==> src/rtl/cpu_run_controller.sv <==
// cpu_run_controller: sequences core reset, counts run cycles and detects pass/fail/stall/timeout completion
module cpu_run_controller #(
  parameter int WIDTH = 32,
  parameter int CNT_W = 32,
  parameter int RESET_CYCLES = 2,
  parameter int MAX_CYCLES = 2000,
  parameter int STALL_CYCLES = 8,
  parameter logic [WIDTH-1:0] PASS_ADDR = 32'd100,
  parameter logic [WIDTH-1:0] PASS_VALUE = 32'd7
) (
  input  logic             clk,
  input  logic             reset,
  input  logic [WIDTH-1:0] pc,
  input  logic             mem_write,
  input  logic [WIDTH-1:0] data_adr,
  input  logic [WIDTH-1:0] write_data,
  output logic             cpu_reset,
  output logic             running,
  output logic             done,
  output logic [2:0]       status,
  output logic [CNT_W-1:0] cycles,
  output logic [CNT_W-1:0] stores
);
  typedef enum logic [2:0] {HOLD, RUN, PASS, FAIL, STALL, TIMEOUT} state_t;
  state_t state_q, state_d, nxt;
  logic [31:0] hold_q, hold_d, stall_q, stall_d, stall_nx;
  logic [WIDTH-1:0] pc_q, pc_d;
  logic pc_valid_q, pc_valid_d, cpu_reset_q, cpu_reset_d, running_q, running_d, done_q, done_d;
  logic [2:0] status_q, status_d;
  logic [CNT_W-1:0] cycles_q, cycles_d, stores_q, stores_d, cyc_inc, cyc_sat, str_sat;
  logic hit, stall_ev, to_ev;
  // next-state: hold sequencing, run counting and terminal event detection
  always_comb begin
    state_d = state_q;
    hold_d = hold_q;
    stall_d = stall_q;
    pc_d = pc_q;
    pc_valid_d = pc_valid_q;
    cpu_reset_d = cpu_reset_q;
    running_d = running_q;
    done_d = done_q;
    status_d = status_q;
    cycles_d = cycles_q;
    stores_d = stores_q;
    cyc_inc = cycles_q + CNT_W'(1);
    cyc_sat = &cycles_q ? cycles_q : cyc_inc;
    str_sat = &stores_q ? stores_q : stores_q + CNT_W'(1);
    stall_nx = (pc_valid_q && pc == pc_q) ? stall_q + 32'd1 : 32'd0;
    hit = mem_write && data_adr == PASS_ADDR;
    stall_ev = STALL_CYCLES != 0 && stall_nx == 32'(STALL_CYCLES);
    to_ev = MAX_CYCLES != 0 && cyc_inc == CNT_W'(MAX_CYCLES);
    nxt = hit ? (write_data == PASS_VALUE ? PASS : FAIL) : stall_ev ? STALL : to_ev ? TIMEOUT : RUN;
    case (state_q)
      HOLD: begin
        hold_d = hold_q + 32'd1;
        if (RESET_CYCLES == 0 || hold_d == 32'(RESET_CYCLES)) begin
          state_d = RUN;
          cpu_reset_d = 1'b0;
          running_d = 1'b1;
        end
      end
      RUN: begin
        cycles_d = cyc_sat;
        stores_d = mem_write ? str_sat : stores_q;
        pc_d = pc;
        pc_valid_d = 1'b1;
        stall_d = stall_nx;
        if (nxt != RUN) begin
          state_d = nxt;
          done_d = 1'b1;
          running_d = 1'b0;
          status_d = nxt == PASS ? 3'd1 : nxt == FAIL ? 3'd2 : nxt == STALL ? 3'd3 : 3'd4;
        end
      end
      default: ;
    endcase
  end
  // state and output registers with synchronous reset
  always_ff @(posedge clk) begin
    if (reset) begin
      state_q <= HOLD;
      hold_q <= '0;
      stall_q <= '0;
      pc_q <= '0;
      pc_valid_q <= 1'b0;
      cpu_reset_q <= 1'b1;
      running_q <= 1'b0;
      done_q <= 1'b0;
      status_q <= '0;
      cycles_q <= '0;
      stores_q <= '0;
    end else begin
      state_q <= state_d;
      hold_q <= hold_d;
      stall_q <= stall_d;
      pc_q <= pc_d;
      pc_valid_q <= pc_valid_d;
      cpu_reset_q <= cpu_reset_d;
      running_q <= running_d;
      done_q <= done_d;
      status_q <= status_d;
      cycles_q <= cycles_d;
      stores_q <= stores_d;
    end
  end
  assign cpu_reset = cpu_reset_q;
  assign running = running_q;
  assign done = done_q;
  assign status = status_q;
  assign cycles = cycles_q;
  assign stores = stores_q;
endmodule

==> config.mk <==
export PLATFORM = sky130hd
export DESIGN_NAME = cpu_run_controller
export DESIGN_NICKNAME = d
export VERILOG_FILES = /design/src/rtl/cpu_run_controller.sv
export SDC_FILE = /design/constraint.sdc
export NUM_CORES = 1
export LEC_CHECK = 0
export ABC_AREA = 1
export CELL_PAD_IN_SITES_DETAIL_PLACEMENT = 1
export CELL_PAD_IN_SITES_GLOBAL_PLACEMENT = 1
export CORE_MARGIN = 2
export CORE_UTILIZATION = 41
export DETAILED_ROUTE_END_ITERATION = 10
export PLACE_DENSITY = 0.95
export REMOVE_ABC_BUFFERS = 1
export SYNTH_ARGS = -nofsm -noshare
export SYNTH_HDL_FRONTEND = slang
export SYNTH_SLANG_ARGS = --single-unit
==> constraint.sdc <==
create_clock -name clk -period 6.9 [get_ports clk]
set_clock_uncertainty 0.15 [all_clocks]
set_input_delay 0.69 -clock clk [delete_from_list [all_inputs] [get_ports clk]]
set_output_delay 0.69 -clock clk [all_outputs]
set_load 0.02 [all_outputs]
==> qor.yml <==
critical_path_buf_inv_count: 5
firstDrtPassIters: 4
worstSetupPathDepth: 17
worstReg2RegStart: "state_q[2]"
finalCoreUtilization_pct: 51.41
synth.area.mux_share_pct: 0
max_cap_viols: 0
timing.critical_path.cells: "nor2_1 -> inv_2 -> nor2_4 -> buf_4 -> inv_2 -> nor2_1 -> nand2_2 -> inv_4 -> nand2_1 -> nor2_1 -> inv_2 -> nor3_4 -> nand3_1 -> nor2_1 -> nand2_1 -> nand2_1 -> nor2_1"
worstPathRequired_ns: 7.09
setup-violations-final: 0
core.rowCount: 58
core_box_area_mm2: 0.02489
hold_buffers: 0
finalHoldViolCount: 0
post_synth_instance_area_mm2: 0.01030
yosys_register_bits: 170
netlist.top_cell.by_area: "dfxtp_1"
synth_compound_gate_area_share_pct: 15.47
max-vdd-ir-drop_mv: 0.1157
ys_top_cells_by_area: "dfxtp_1 33%, nand2_1 12%, inv_1 7.6%, nor2_1 6.9%, o21ai_0 6.9%"
finalWeightedCongestion: 0.9013
grt_pass1_wl_um: 56500
area.growth.synth_to_final_pct: 24.25
io_pins: 169
crit_end: "stores[21]"
worst-path-max-fanout: 121
worst-r2r-cell-count: 17
die_height_um: 162.5
crit_path_end_kind: "register"
globalRouteOverflowTotal: 0
tritoncts: "done"
drcViolationCount: 0
synthCells: 1597
initial_antenna_violation_count: 0
dr_total_vias: 11166
critPathSlowestCell: "buf_4"
dp_hpwl_um: 25300
ctsLongestPathBuffers: 2
setup_cp_type: "reg2reg"
vias_in_the_first_global_route: 11831
setup.reg_to_reg.worst_slack_ns: 3.11
final_net_count: 1846
grt_setup_unrepaired: "false"
worst_setup_path_startpoint: "state_q[2]"
post_cts_resize_count: 0
ys.warnings.count: 0
crit_path_frequent_cell: "nor2_1"
maximum_frequency_from_static_timing_analysis_ghz: 0.2641
ys_flop_type: "dfxtp_1"
synthTopCellsByCount: "338 x nand2_1, 209 x inv_1, 190 x nor2_1"
fp.dieW_um: 162.5
clock_sinks: 170
timing.rr.end: "stores[21]"
synth_enable_flop_cells: 0
crit_arrival_ns: 3.98
layout_min_cycle_time_ns: 3.786
cts.repair_timing.setup_buffer_count: 0
tritoncts.num_buffers: 17
slew_violations: 0
largest_net_degree_at_the_start_of_global_routing: 122
routed_wl_um: 34550
cell_chosen_for_the_clock_root: "clkbuf_16"
wl_per_cell_um: 16.59
avgSynthCellArea_um2: 6.449
clock_latency_ns: 0.44
synth_top_family_by_area: "simple AND/OR/NAND/NOR gates"
yosys.area_share.adder_pct: 0.7290
critical_path.max_stage_delay_ns: 0.81
critical-path-top-delay-family: "simple AND/OR/NAND/NOR gates"
die-area_mm2: 0.02640
power.density_cell_area_mw_per_mm2: 237.5
synthDominantCellAreaShare_pct: 33.05
synth_cell_types: 49
fraction_of_layout_cells_with_a_size_suffix_above_1_pct: 6.507
place.port_buffers: 168
finish.cell_count_without_fillers: 2082
placed_cells: 2052
synth-async-reset-ratio_pct: 0
starting_utilization_of_the_core_area_pct: 41.37
max_slew.worst_pin.slew_ns: 1.117
postRouteAntennaNets: 0
gr-usage-all-layers_pct: 26.25
yosysMostFrequentCell: "nand2_1"
routed_via_density: 5.363
synth-seq-area-share_pct: 33.05
detailedRoute.firstIterationViolations: 583
final.period_utilization_pct: 54.87
holdCritPathClass: "reg2reg"
yosys.area_share.simple_pct: 33.70
clock_slew_seen_by_the_registers_of_the_worst_setup_and_hold_paths_ns: 0.07
timing.slew.headroom_pct: 25.56
leakagePower_uw: 0.005018
antennaDiodeCount: 0
critPathLaunchType: "register"
outcome: "finished clean"
timing.setup.tns_ns: 0
htreeDepth: 4
synth-xor-area-share_pct: 6.633
==> per-stage QoR <==
stage               setup WS [ns]  total power, uW  hold WS [ns]  area [um2]
finish                      3.114             3039        0.3147       12800
global route                2.724             3201        0.3319       12800
detailed placement          3.116             2069        0.3104       12220
global placement            3.316             2012        0.2866       12220
CTS                         3.108             3052        0.3211       12800
floorplan                   3.162             1741        0.2801       10090
==> state kept, by name, indices dropped and copies added (netlist names) <==
name and count:
hold_q 32, running 1, cpu_reset 1, status 3, pc_valid_q 1, stores 32
stall_q 32, pc_q 32, state_q 3, done 1, cycles 32
==> cell type report <==
type	count	area, um2
Clock buffer	18	439.2
Clock inverter	12	138.9
Multi-Input combinational cell	1150	5822
Tap cell	330	412.9
Inverter	229	865.8
Sequential cell	170	3403
Timing Repair Buffer	173	1714
Fill cell	3265	12100
==> tightest hold or removal path: stages, from the launching register on <==
cell and delay, ns:
dfxtp_1 0.31, nand2_1 0.06, nand2_1 0.05
==> layer usage <==
metal	wire, um	up-vias	global-route usage, %	part of all wire, %
li1	-	5450	-	-
met2	17530	255	48.84	51
met3	1620	56	4.584	4.7
met1	14580	5405	30.32	42
met5	0	-	0	0
met4	816	0	8.648	2.4
==> cell families after synthesis <==
family                   count (synthesis)
AND/OR/NAND/NOR                        766
AO/OA/AOI/OAI                          300
buffers and inverters                  277
flip-flops                             170
XOR/XNOR                                78
adder cells (fa/ha/maj)                  6
==> cells in the final DEF, fill, tap and decap left out, types with 15 or more instances in the layout <==
cell type / netlist / layout
nand2_1: 338 / 338
inv_1: 209 / 209
nor2_1: 190 / 190
dfxtp_1: 170 / 170
clkdlybuf4s50_1: 0 / 167
o21ai_0: 141 / 141
a21oi_1: 129 / 129
nand3_1: 65 / 65
xor2_1: 59 / 59
nor3_1: 39 / 39
nand4_1: 33 / 33
nor4_1: 24 / 24
xnor2_1: 19 / 19
nor2_2: 17 / 17
clkbuf_16: 0 / 17
inv_2: 15 / 15
==> how the worst min path moves through the flow <==
stage,start,end,slack [ns],cells after the start
after global placement,cpu_reset,cpu_reset,0.29,2
after CTS,cpu_reset,cpu_reset,0.32,2
final,cpu_reset,cpu_reset,0.31,2
after floorplan,pc_valid_q,pc_valid_q,0.28,2
after global routing,cpu_reset,cpu_reset,0.33,2
after detailed placement,cpu_reset,cpu_reset,0.31,2
==> power breakdown <==
group / internal (uW) / total [uW] / leakage (uW) / switching, uW
registers: 1130 / 1290 / 0.00138 / 165
logic: 308 / 769 / 0.00335 / 461
clock network: 545 / 977 / 0.000289 / 432
Note: power is estimated with default switching activity, not from simulation.
